$ cat config.mk
export PLATFORM = sky130hd
export DESIGN_NAME = ahb3lite_apb_bridge_flat
export DESIGN_NICKNAME = d
export VERILOG_FILES = /design/src/rtl/ahb3lite_apb_bridge_if.sv /design/src/rtl/ahb3lite_apb_bridge.sv /design/src/flat_wrapper.sv
export SDC_FILE = /design/constraint.sdc
export NUM_CORES = 1
export LEC_CHECK = 0
export CAP_MARGIN = 20
export CORE_MARGIN = 2
export CORE_UTILIZATION = 30
export DETAILED_ROUTE_END_ITERATION = 7
export PLACE_DENSITY_LB_ADDON = 0.1
export SKIP_CTS_REPAIR_TIMING = 1
export SLEW_MARGIN = 20
export SYNTH_ARGS = -nofsm -noshare
export SYNTH_HDL_FRONTEND = slang
export SYNTH_SLANG_ARGS = --single-unit
$ cat constraint.sdc
create_clock -name HCLK -period 1.75 [get_ports HCLK]
set_clock_uncertainty 0.1 [all_clocks]
set_input_delay 0.2625 -clock HCLK [delete_from_list [all_inputs] [get_ports HCLK]]
set_output_delay 0.2625 -clock HCLK [all_outputs]
set_load 0.005 [all_outputs]
$ cat src/rtl/ahb3lite_apb_bridge_if.sv
// AHB3-Lite slave side and APB4 master side of the bridge, bundled as one interface.
// The bridge connects through the slave modport; the environment uses master.
interface ahb3lite_apb_bridge_if #(
  parameter int HADDR_SIZE = 32,
  parameter int HDATA_SIZE = 32,
  parameter int PADDR_SIZE = 8,
  parameter int PDATA_SIZE = 32
);
  logic                    HSEL;
  logic [HADDR_SIZE-1:0]   HADDR;
  logic [HDATA_SIZE-1:0]   HWDATA;
  logic [HDATA_SIZE-1:0]   HRDATA;
  logic                    HWRITE;
  logic [2:0]              HSIZE;
  logic [2:0]              HBURST;
  logic [3:0]              HPROT;
  logic [1:0]              HTRANS;
  logic                    HMASTLOCK;
  logic                    HREADY;
  logic                    HREADYOUT;
  logic                    HRESP;

  logic                    PSEL;
  logic                    PENABLE;
  logic [2:0]              PPROT;
  logic                    PWRITE;
  logic [PDATA_SIZE/8-1:0] PSTRB;
  logic [PADDR_SIZE-1:0]   PADDR;
  logic [PDATA_SIZE-1:0]   PWDATA;
  logic [PDATA_SIZE-1:0]   PRDATA;
  logic                    PREADY;
  logic                    PSLVERR;

  modport slave (
    input  HSEL, HADDR, HWDATA, HWRITE, HSIZE, HBURST, HPROT, HTRANS,
           HMASTLOCK, HREADY,
    output HRDATA, HREADYOUT, HRESP,
    output PSEL, PENABLE, PPROT, PWRITE, PSTRB, PADDR, PWDATA,
    input  PRDATA, PREADY, PSLVERR
  );

  modport master (
    output HSEL, HADDR, HWDATA, HWRITE, HSIZE, HBURST, HPROT, HTRANS,
           HMASTLOCK, HREADY,
    input  HRDATA, HREADYOUT, HRESP,
    input  PSEL, PENABLE, PPROT, PWRITE, PSTRB, PADDR, PWDATA,
    output PRDATA, PREADY, PSLVERR
  );
endinterface

$ cat src/rtl/ahb3lite_apb_bridge.sv
// AHB3-Lite slave to APB4 master bridge: every accepted AHB beat becomes one
// APB SETUP/ACCESS pair; misaligned or oversized beats get a two-cycle ERROR.
module ahb3lite_apb_bridge #(
  parameter int HADDR_SIZE = 32,
  parameter int HDATA_SIZE = 32,
  parameter int PADDR_SIZE = 8,
  parameter int PDATA_SIZE = 32
) (
  input logic                  HCLK,
  input logic                  HRESETn,
  ahb3lite_apb_bridge_if.slave bus
);

  localparam int STRB_W   = PDATA_SIZE / 8;
  localparam int LSB_W    = $clog2(STRB_W);
  localparam int MAX_SIZE = $clog2(HDATA_SIZE / 8);

  if (PDATA_SIZE != HDATA_SIZE) begin : g_width_check
    $error("ahb3lite_apb_bridge: PDATA_SIZE must equal HDATA_SIZE");
  end

  typedef enum logic [2:0] {
    ST_IDLE,
    ST_SETUP,
    ST_ACCESS,
    ST_ERR1,
    ST_ERR2
  } state_t;

  state_t             state;
  state_t             state_nxt;
  logic               accept;
  logic               legal;
  logic               apb_done;
  logic [LSB_W-1:0]   align_mask;
  logic [STRB_W-1:0]  strb_nxt;
  int                 byte_lo;
  int                 byte_cnt;
  logic               unused_inputs;

  assign accept   = bus.HSEL && bus.HREADY && bus.HTRANS[1];
  assign apb_done = bus.PSEL && bus.PENABLE && bus.PREADY;
  assign bus.PWDATA = bus.HWDATA;

  assign unused_inputs = ^{bus.HBURST, bus.HMASTLOCK, bus.HPROT[3:2],
                           bus.HADDR[HADDR_SIZE-1:PADDR_SIZE]};

  // Size/alignment legality and byte lanes of the beat in its address phase.
  always_comb begin
    byte_lo    = int'(bus.HADDR[LSB_W-1:0]);
    byte_cnt   = 1 << bus.HSIZE;
    align_mask = '0;
    strb_nxt   = '0;
    for (int i = 0; i < LSB_W; i++) begin
      align_mask[i] = (i < int'(bus.HSIZE));
    end
    legal = (int'(bus.HSIZE) <= MAX_SIZE) &&
            ((bus.HADDR[LSB_W-1:0] & align_mask) == '0);
    for (int i = 0; i < STRB_W; i++) begin
      strb_nxt[i] = bus.HWRITE && (i >= byte_lo) && (i < byte_lo + byte_cnt);
    end
  end

  always_ff @(posedge HCLK or negedge HRESETn) begin
    if (!HRESETn) begin
      state <= ST_IDLE;
    end else begin
      state <= state_nxt;
    end
  end

  always_comb begin
    state_nxt = state;
    case (state)
      ST_IDLE, ST_ERR2: begin
        if (accept) begin
          state_nxt = legal ? ST_SETUP : ST_ERR1;
        end else begin
          state_nxt = ST_IDLE;
        end
      end
      ST_SETUP: begin
        state_nxt = ST_ACCESS;
      end
      ST_ACCESS: begin
        if (apb_done) begin
          state_nxt = bus.PSLVERR ? ST_ERR1 : ST_IDLE;
        end
      end
      ST_ERR1: begin
        state_nxt = ST_ERR2;
      end
      default: begin
        state_nxt = ST_IDLE;
      end
    endcase
  end

  // Handshake outputs are decoded from the next state so they leave a flop.
  always_ff @(posedge HCLK or negedge HRESETn) begin
    if (!HRESETn) begin
      bus.PSEL      <= 1'b0;
      bus.PENABLE   <= 1'b0;
      bus.HREADYOUT <= 1'b1;
      bus.HRESP     <= 1'b0;
    end else begin
      bus.PSEL      <= (state_nxt == ST_SETUP) || (state_nxt == ST_ACCESS);
      bus.PENABLE   <= (state_nxt == ST_ACCESS);
      bus.HREADYOUT <= (state_nxt == ST_IDLE) || (state_nxt == ST_ERR2);
      bus.HRESP     <= (state_nxt == ST_ERR1) || (state_nxt == ST_ERR2);
    end
  end

  always_ff @(posedge HCLK or negedge HRESETn) begin
    if (!HRESETn) begin
      bus.PADDR  <= '0;
      bus.PWRITE <= 1'b0;
      bus.PSTRB  <= '0;
      bus.PPROT  <= '0;
    end else if (accept && ((state == ST_IDLE) || (state == ST_ERR2))) begin
      bus.PADDR  <= bus.HADDR[PADDR_SIZE-1:0];
      bus.PWRITE <= bus.HWRITE;
      bus.PSTRB  <= strb_nxt;
      bus.PPROT  <= {~bus.HPROT[0], 1'b0, bus.HPROT[1]};
    end
  end

  // Read data only moves on a successful read completion.
  always_ff @(posedge HCLK or negedge HRESETn) begin
    if (!HRESETn) begin
      bus.HRDATA <= '0;
    end else if ((state == ST_ACCESS) && apb_done && !bus.PSLVERR && !bus.PWRITE) begin
      bus.HRDATA <= bus.PRDATA;
    end
  end

endmodule

$ cat src/flat_wrapper.sv
// flat-port wrapper written by rule: the top's interface ports become plain ports
module ahb3lite_apb_bridge_flat 
#(
  parameter int HADDR_SIZE = 32,
  parameter int HDATA_SIZE = 32,
  parameter int PADDR_SIZE = 8,
  parameter int PDATA_SIZE = 32
)
  (HCLK, HRESETn, bus_HSEL, bus_HADDR, bus_HWDATA, bus_HWRITE, bus_HSIZE, bus_HBURST, bus_HPROT, bus_HTRANS, bus_HMASTLOCK, bus_HREADY, bus_HRDATA, bus_HREADYOUT, bus_HRESP, bus_PSEL, bus_PENABLE, bus_PPROT, bus_PWRITE, bus_PSTRB, bus_PADDR, bus_PWDATA, bus_PRDATA, bus_PREADY, bus_PSLVERR);
  ahb3lite_apb_bridge_if #(.HADDR_SIZE(HADDR_SIZE), .HDATA_SIZE(HDATA_SIZE), .PADDR_SIZE(PADDR_SIZE), .PDATA_SIZE(PDATA_SIZE)) bus_i ();
  input logic HCLK;
  input logic HRESETn;
  input wire logic [$bits(bus_i.HSEL)-1:0] bus_HSEL;
  input wire logic [$bits(bus_i.HADDR)-1:0] bus_HADDR;
  input wire logic [$bits(bus_i.HWDATA)-1:0] bus_HWDATA;
  input wire logic [$bits(bus_i.HWRITE)-1:0] bus_HWRITE;
  input wire logic [$bits(bus_i.HSIZE)-1:0] bus_HSIZE;
  input wire logic [$bits(bus_i.HBURST)-1:0] bus_HBURST;
  input wire logic [$bits(bus_i.HPROT)-1:0] bus_HPROT;
  input wire logic [$bits(bus_i.HTRANS)-1:0] bus_HTRANS;
  input wire logic [$bits(bus_i.HMASTLOCK)-1:0] bus_HMASTLOCK;
  input wire logic [$bits(bus_i.HREADY)-1:0] bus_HREADY;
  output wire logic [$bits(bus_i.HRDATA)-1:0] bus_HRDATA;
  output wire logic [$bits(bus_i.HREADYOUT)-1:0] bus_HREADYOUT;
  output wire logic [$bits(bus_i.HRESP)-1:0] bus_HRESP;
  output wire logic [$bits(bus_i.PSEL)-1:0] bus_PSEL;
  output wire logic [$bits(bus_i.PENABLE)-1:0] bus_PENABLE;
  output wire logic [$bits(bus_i.PPROT)-1:0] bus_PPROT;
  output wire logic [$bits(bus_i.PWRITE)-1:0] bus_PWRITE;
  output wire logic [$bits(bus_i.PSTRB)-1:0] bus_PSTRB;
  output wire logic [$bits(bus_i.PADDR)-1:0] bus_PADDR;
  output wire logic [$bits(bus_i.PWDATA)-1:0] bus_PWDATA;
  input wire logic [$bits(bus_i.PRDATA)-1:0] bus_PRDATA;
  input wire logic [$bits(bus_i.PREADY)-1:0] bus_PREADY;
  input wire logic [$bits(bus_i.PSLVERR)-1:0] bus_PSLVERR;
  assign bus_i.HSEL = bus_HSEL;
  assign bus_i.HADDR = bus_HADDR;
  assign bus_i.HWDATA = bus_HWDATA;
  assign bus_i.HWRITE = bus_HWRITE;
  assign bus_i.HSIZE = bus_HSIZE;
  assign bus_i.HBURST = bus_HBURST;
  assign bus_i.HPROT = bus_HPROT;
  assign bus_i.HTRANS = bus_HTRANS;
  assign bus_i.HMASTLOCK = bus_HMASTLOCK;
  assign bus_i.HREADY = bus_HREADY;
  assign bus_HRDATA = bus_i.HRDATA;
  assign bus_HREADYOUT = bus_i.HREADYOUT;
  assign bus_HRESP = bus_i.HRESP;
  assign bus_PSEL = bus_i.PSEL;
  assign bus_PENABLE = bus_i.PENABLE;
  assign bus_PPROT = bus_i.PPROT;
  assign bus_PWRITE = bus_i.PWRITE;
  assign bus_PSTRB = bus_i.PSTRB;
  assign bus_PADDR = bus_i.PADDR;
  assign bus_PWDATA = bus_i.PWDATA;
  assign bus_i.PRDATA = bus_PRDATA;
  assign bus_i.PREADY = bus_PREADY;
  assign bus_i.PSLVERR = bus_PSLVERR;
  ahb3lite_apb_bridge #(.HADDR_SIZE(HADDR_SIZE), .HDATA_SIZE(HDATA_SIZE), .PADDR_SIZE(PADDR_SIZE), .PDATA_SIZE(PDATA_SIZE)) u_core (.HCLK(HCLK), .HRESETn(HRESETn), .bus(bus_i));
endmodule
Word-level counts from Yosys, hierarchy flattened
Cells that the tools add are included.
W data, S select, Z words.
{"block": "totals", "ff_bits": 54, "input_bits": 116, "output_inout_bits": 84, "word_cells": 63}
{"block": "classes", "n_addsub": 1, "magnitude_cmp": 10, "n_eq_ne": 8, "shifts": 1, "mux": 5, "bitwise": 2, "reduce_logical": 26}
{"op": "$lt A3 B32 Y1 const A", "n": 2}
{"op": "$add A3 B32 Y32", "n": 1}
{"op": "$lt A1 B32 Y1 const A", "n": 1}
{"op": "$lt A2 B32 Y1 const A", "n": 1}
{"op": "$shl A1 B3 Y32 const A", "n": 1}
{"op": "$logic_and A1 B1 Y1", "n": 16}
{"op": "$eq A3 B2 Y1 const B", "n": 4}
{"op": "$pmux W3 S4", "n": 1}
{"op": "$eq A3 B1 Y1 const B", "n": 2}
{"op": "$eq A3 B3 Y1 const B", "n": 2}
{"op": "$logic_not A3 Y1", "n": 2}
{"op": "$lt A1 B3 Y1 const A", "n": 2}
{"op": "$mux W3", "n": 2}
{"op": "$ge A1 B2 Y1 const A", "n": 2}
{"op": "$logic_or A1 B1 Y1", "n": 4}
{"op": "$mux W2", "n": 2}
{"op": "$le A3 B2 Y1 const B", "n": 1}
{"op": "$and A2 B2 Y2", "n": 1}
{"op": "$ge A2 B2 Y1 const A", "n": 1}
{"op": "$logic_not A1 Y1", "n": 2}
{"op": "$logic_not A2 Y1", "n": 1}
{"op": "$reduce_or A2 Y1", "n": 1}
{"op": "$not A1 Y1", "n": 1}

Longest topological paths before layout
{"block": "depth", "ltp_word": 9, "depth_mapped": 6, "depth_no_buf": 6}

Worst setup path after synthesis
No wires, ideal clock.
{"block": "synth_path", "path_kind": "in2reg", "startpoint": "input bus_HSIZE[1]", "endpoint": "register u_core.bus.PSTRB[1]", "setup_time_ps": 145, "arrival_time_ps": 1795, "t_required_ps": 1505, "path_slack_ps": -290, "path_stages": 5, "n_path_buf": 0, "path_cell_list": "nor3b_1 -> fa_1 -> or3b_2 -> o41ai_1 -> o211ai_1"}
{"block": "synth_between", "elab_chain_cells": 4}
{"item": "start: declaration", "line": "flat_wrapper.sv:17", "text": "input wire logic [$bits(bus_i.HSIZE)-1:0] bus_HSIZE;"}
{"item": "$shl A1 B3 Y32", "line": "ahb3lite_apb_bridge.sv:51", "text": "byte_cnt = 1 << bus.HSIZE;"}
{"item": "$add A3 B32 Y32", "line": "ahb3lite_apb_bridge.sv:60", "text": "strb_nxt[i] = bus.HWRITE && (i >= byte_lo) && (i < byte_lo + byte_cnt);"}
{"item": "$lt A2 B32 Y1", "line": "ahb3lite_apb_bridge.sv:60"}
{"item": "$logic_and A1 B1 Y1", "line": "ahb3lite_apb_bridge.sv:60"}
{"item": "end signal: assignment", "line": "ahb3lite_apb_bridge.sv:123", "text": "bus.PSTRB <= strb_nxt;"}
{"item": "end: declaration", "line": "ahb3lite_apb_bridge_if.sv:38", "text": "output PSEL, PENABLE, PPROT, PWRITE, PSTRB, PADDR, PWDATA,"}
Every way passes these cells.
A chain may end at the register's enable or synchronous reset.

Worst setup path after layout
{"block": "layout_path", "startpoint": "register u_core.state[0]", "endpoint": "register u_core.bus.HRDATA[11]"}
{"block": "layout_between", "elab_chain_cells": 4}
{"item": "start: declaration", "line": "ahb3lite_apb_bridge.sv:30", "text": "state_t state;"}
{"item": "start signal: assignment", "line": "ahb3lite_apb_bridge.sv:68", "text": "state <= state_nxt;"}
{"item": "$eq A3 B2 Y1", "line": "ahb3lite_apb_bridge.sv:132", "text": "end else if ((state == ST_ACCESS) && apb_done && !bus.PSLVERR && !bus.PWRITE) begin"}
{"item": "$logic_and A1 B1 Y1 (3 in series)", "line": "ahb3lite_apb_bridge.sv:132"}
{"item": "end signal: assignment", "line": "ahb3lite_apb_bridge.sv:133", "text": "bus.HRDATA <= bus.PRDATA;"}
{"item": "end: declaration", "line": "ahb3lite_apb_bridge_if.sv:37", "text": "output HRDATA, HREADYOUT, HRESP,"}
Every way passes these cells.

==> flow_metrics.py <==
metrics = {
    "timing": {
        "post-route-period-util_pct": 106,
        "setup_viol": 34,
        "rsz0062_at_grt": "true",
        "holdWs_ns": 0.233,
        "period_needed_ns": 1.86,
        "final_max_slew_viol_count": 0,
        "slew_headroom_pct": 65.2,
        "worst_pin_slew_ns": 0.522,
        "worst_slack_ns": -0.108,
        "hold_violations": 0,
        "clock.fmax_mhz": 538,
    },
    "power": {
        "ir_drop_mv": 0.463,
        "p_per_area_nw_per_um2": 1280,
        "power_mw": 5.18,
        "p_leak_nw": 1.76,
    },
    "floorplan": {
        "rows": 33,
        "die_x_um": 95.8,
        "die_h_um": 95.8,
        "start_util_pct": 30.9,
        "ioPinCount": 200,
        "die_area_sq_um": 9170,
        "design.core.area_sq_um": 8180,
    },
    "global_route": {
        "gr-total-overflow": 0,
        "grt_pass1_vias": 1866,
        "antenna_found_initial": 0,
        "track_usage_pct": 14.0,
        "grt_max_degree": 27,
        "grt_pass1_wl_um": 9710,
    },
    "cells_and_area": {
        "final_util_pct": 49.5,
        "mostFrequentLayoutCells": "clkdlybuf4s50_1 (97), dfrtp_1 (53), mux2_4 (32)",
        "n_fill_cell": 729,
        "syn_to_final_growth_pct": 60.3,
        "final_common_cell": "clkdlybuf4s50_1",
        "layout-drive-gt1-share_pct": 32.2,
        "seq_area_sq_um": 1350,
        "final_nets": 420,
        "multi_input_area_sq_um": 1060,
        "insertedDiodeCount": 0,
        "fin_cells": 406,
    },
    "clock_tree": {
        "cts_sinks": 54,
        "cts_tree": "built",
        "cts_made_buffers": 5,
        "clk_latency_ns": 0.30,
        "cts_buffer_depth": 2,
        "cts_root_buf": "clkbuf_8",
        "path_clk_slew_ns": 0.09,
        "htree_levels": 2,
    },
    "yosys": {
        "synth_top_cell_by_area": "dfrtp_1",
        "ys_seq_elements": 54,
        "synth-edff-count": 0,
        "ys.warnings.count": 0,
        "mappedNetlistNets": 312,
        "avgSynthCellArea_sq_um": 13.1,
        "synthArstFlopShare_pct": 100,
        "synth_top_area_share_pct": 52.5,
        "synth_cell_types": 41,
        "syn_area_sq_um": 2530,
        "synth_ff_type": "dfrtp_1",
        "synthesis.instances": 193,
        "synth_area_leaders": "dfrtp_1 (53%), mux2_2 (17%), buf_4 (9.8%)",
        "yosysSeqAreaShare_pct": 53.5,
    },
    "detailed_routing": {
        "ant_nets": 0,
        "drtPass1Iterations": 4,
        "drc": 0,
        "drtIter0Drc": 21,
        "postRouteWirelength_um": 6640,
        "wire_per_inst_um": 16.4,
        "route.vias.total": 1842,
        "vias_per_cell": 4.54,
    },
    "worst_setup_path": {
        "r2r_cells": 5,
        "crit_type": "reg -> reg",
        "cp-end-kind": "flop",
        "cp.required_ns": 1.84,
        "critPathMaxFanout": 6,
        "startpoint": "u_core.state[0]",
        "r2r-start": "u_core.state[0]",
        "reg2reg_to": "u_core.bus.HRDATA[11]",
        "arrival_ns": 1.95,
        "worstSetupStartpointType": "flop",
        "worstSetupEndpoint": "u_core.bus.HRDATA[11]",
        "r2r_slack_ns": -0.11,
    },
    "placed_design": {
        "dpl_worst_slack_ns": -0.741,
        "dp_cells": 392,
        "io_buffers": 103,
        "routabilityCongestion": 0.808,
        "post-dp-hpwl_um": 4860,
    },
    "job": {
        "maxCapViolCount": 0,
    },
    "hold_path": {
        "min_path_type": "in -> reg",
    },
    "outcome": {
        "violations": "setup timing",
        "outcome": "complete, but fails checks",
    },
}
[per-stage QoR]
step                cell area (sq um)  setup TNS [ns]
floorplan                        2680           -1.41
global placement                 3800          -12.61
detailed placement               3800          -13.37
CTS                              3870           -3.94
global route                     4050           -5.51
finish                           4050           -3.01
[flip-flops by register name, indices dropped and copies added, names as in the netlist]
| register | cells |
|---|---|
| u_core.bus.HRESP | 1 |
| u_core.bus.PWRITE | 1 |
| u_core.bus.PPROT | 2 |
| u_core.bus.HRDATA | 32 |
| u_core.bus.PADDR | 8 |
| u_core.bus.HREADYOUT | 1 |
| u_core.state | 3 |
| u_core.bus.PSTRB | 4 |
| u_core.bus.PENABLE | 1 |
| u_core.bus.PSEL | 1 |
[worst min path at each step]
stage | cells after the start | to | from | slack [ns]
floorplan | 0 | u_core.bus.HRDATA[0] | HRESETn | -0.13
global placement | 1 | u_core.bus.HRDATA[23] | HRESETn | 0.17
detailed placement | 1 | u_core.bus.HRDATA[23] | HRESETn | 0.17
CTS | 1 | u_core.bus.HRDATA[23] | HRESETn | -0.17
global route | 3 | u_core.bus.PSTRB[0] | bus_HADDR[0] | 0.26
finish | 3 | u_core.bus.PSTRB[0] | bus_HADDR[0] | 0.23
[cells in the mapped netlist (3+ instances only)]
cell      instances
mux2_2           39
dfrtp_1          53
nand2b_1          3
buf_6             3
o41ai_1           3
nand3_1           3
nand2_1           4
o21ai_0           7
buf_4            33
[report_power, final]
group | total, mW | internal [mW] | switching [mW]
Clock | 0.666 | 0.277 | 0.388
Sequential | 2.10 | 1.80 | 0.300
Combinational | 2.41 | 1.74 | 0.673
Total | 5.18 | 3.82 | 1.36
[cell type report]
cell class | instances | area share [%]
inverters | 2 | 0.185
well taps | 105 | 3.24
multi-input cells | 99 | 26.1
repair buffers | 139 | 35.2
flip-flops and latches | 54 | 33.4
clock buffers | 7 | 1.88
[per-layer routing]
metal  vias to the layer above  track usage [%]  routed length [um]  share of wire [%]
li1                        862                -                   -                  -
met1                       881             18.6                2980                 45
met2                        70             21.0                2970                 45
met3                        29             3.21                 456                6.9
met4                         0             7.62                 233                3.5
met5                         -                0                   0                  0
[worst max-delay path, cell delays in order, from the launching register on]
cell,delay (ns)
dfrtp_1,0.38
or3b_4,0.42
nor3_4,0.22
buf_12,0.17
clkbuf_16,0.16
mux2_4,0.30
[cells by family after synthesis]
family	synth area share [%]
DFF	53.5
adders and majority gates	1.78
muxes	18.3
and+or+nand+nor	8.97
other	0.148
AOI/OAI and AO/OA	5.55
buffers and inverters	11.7
Note: power is estimated with default switching activity, not from simulation.
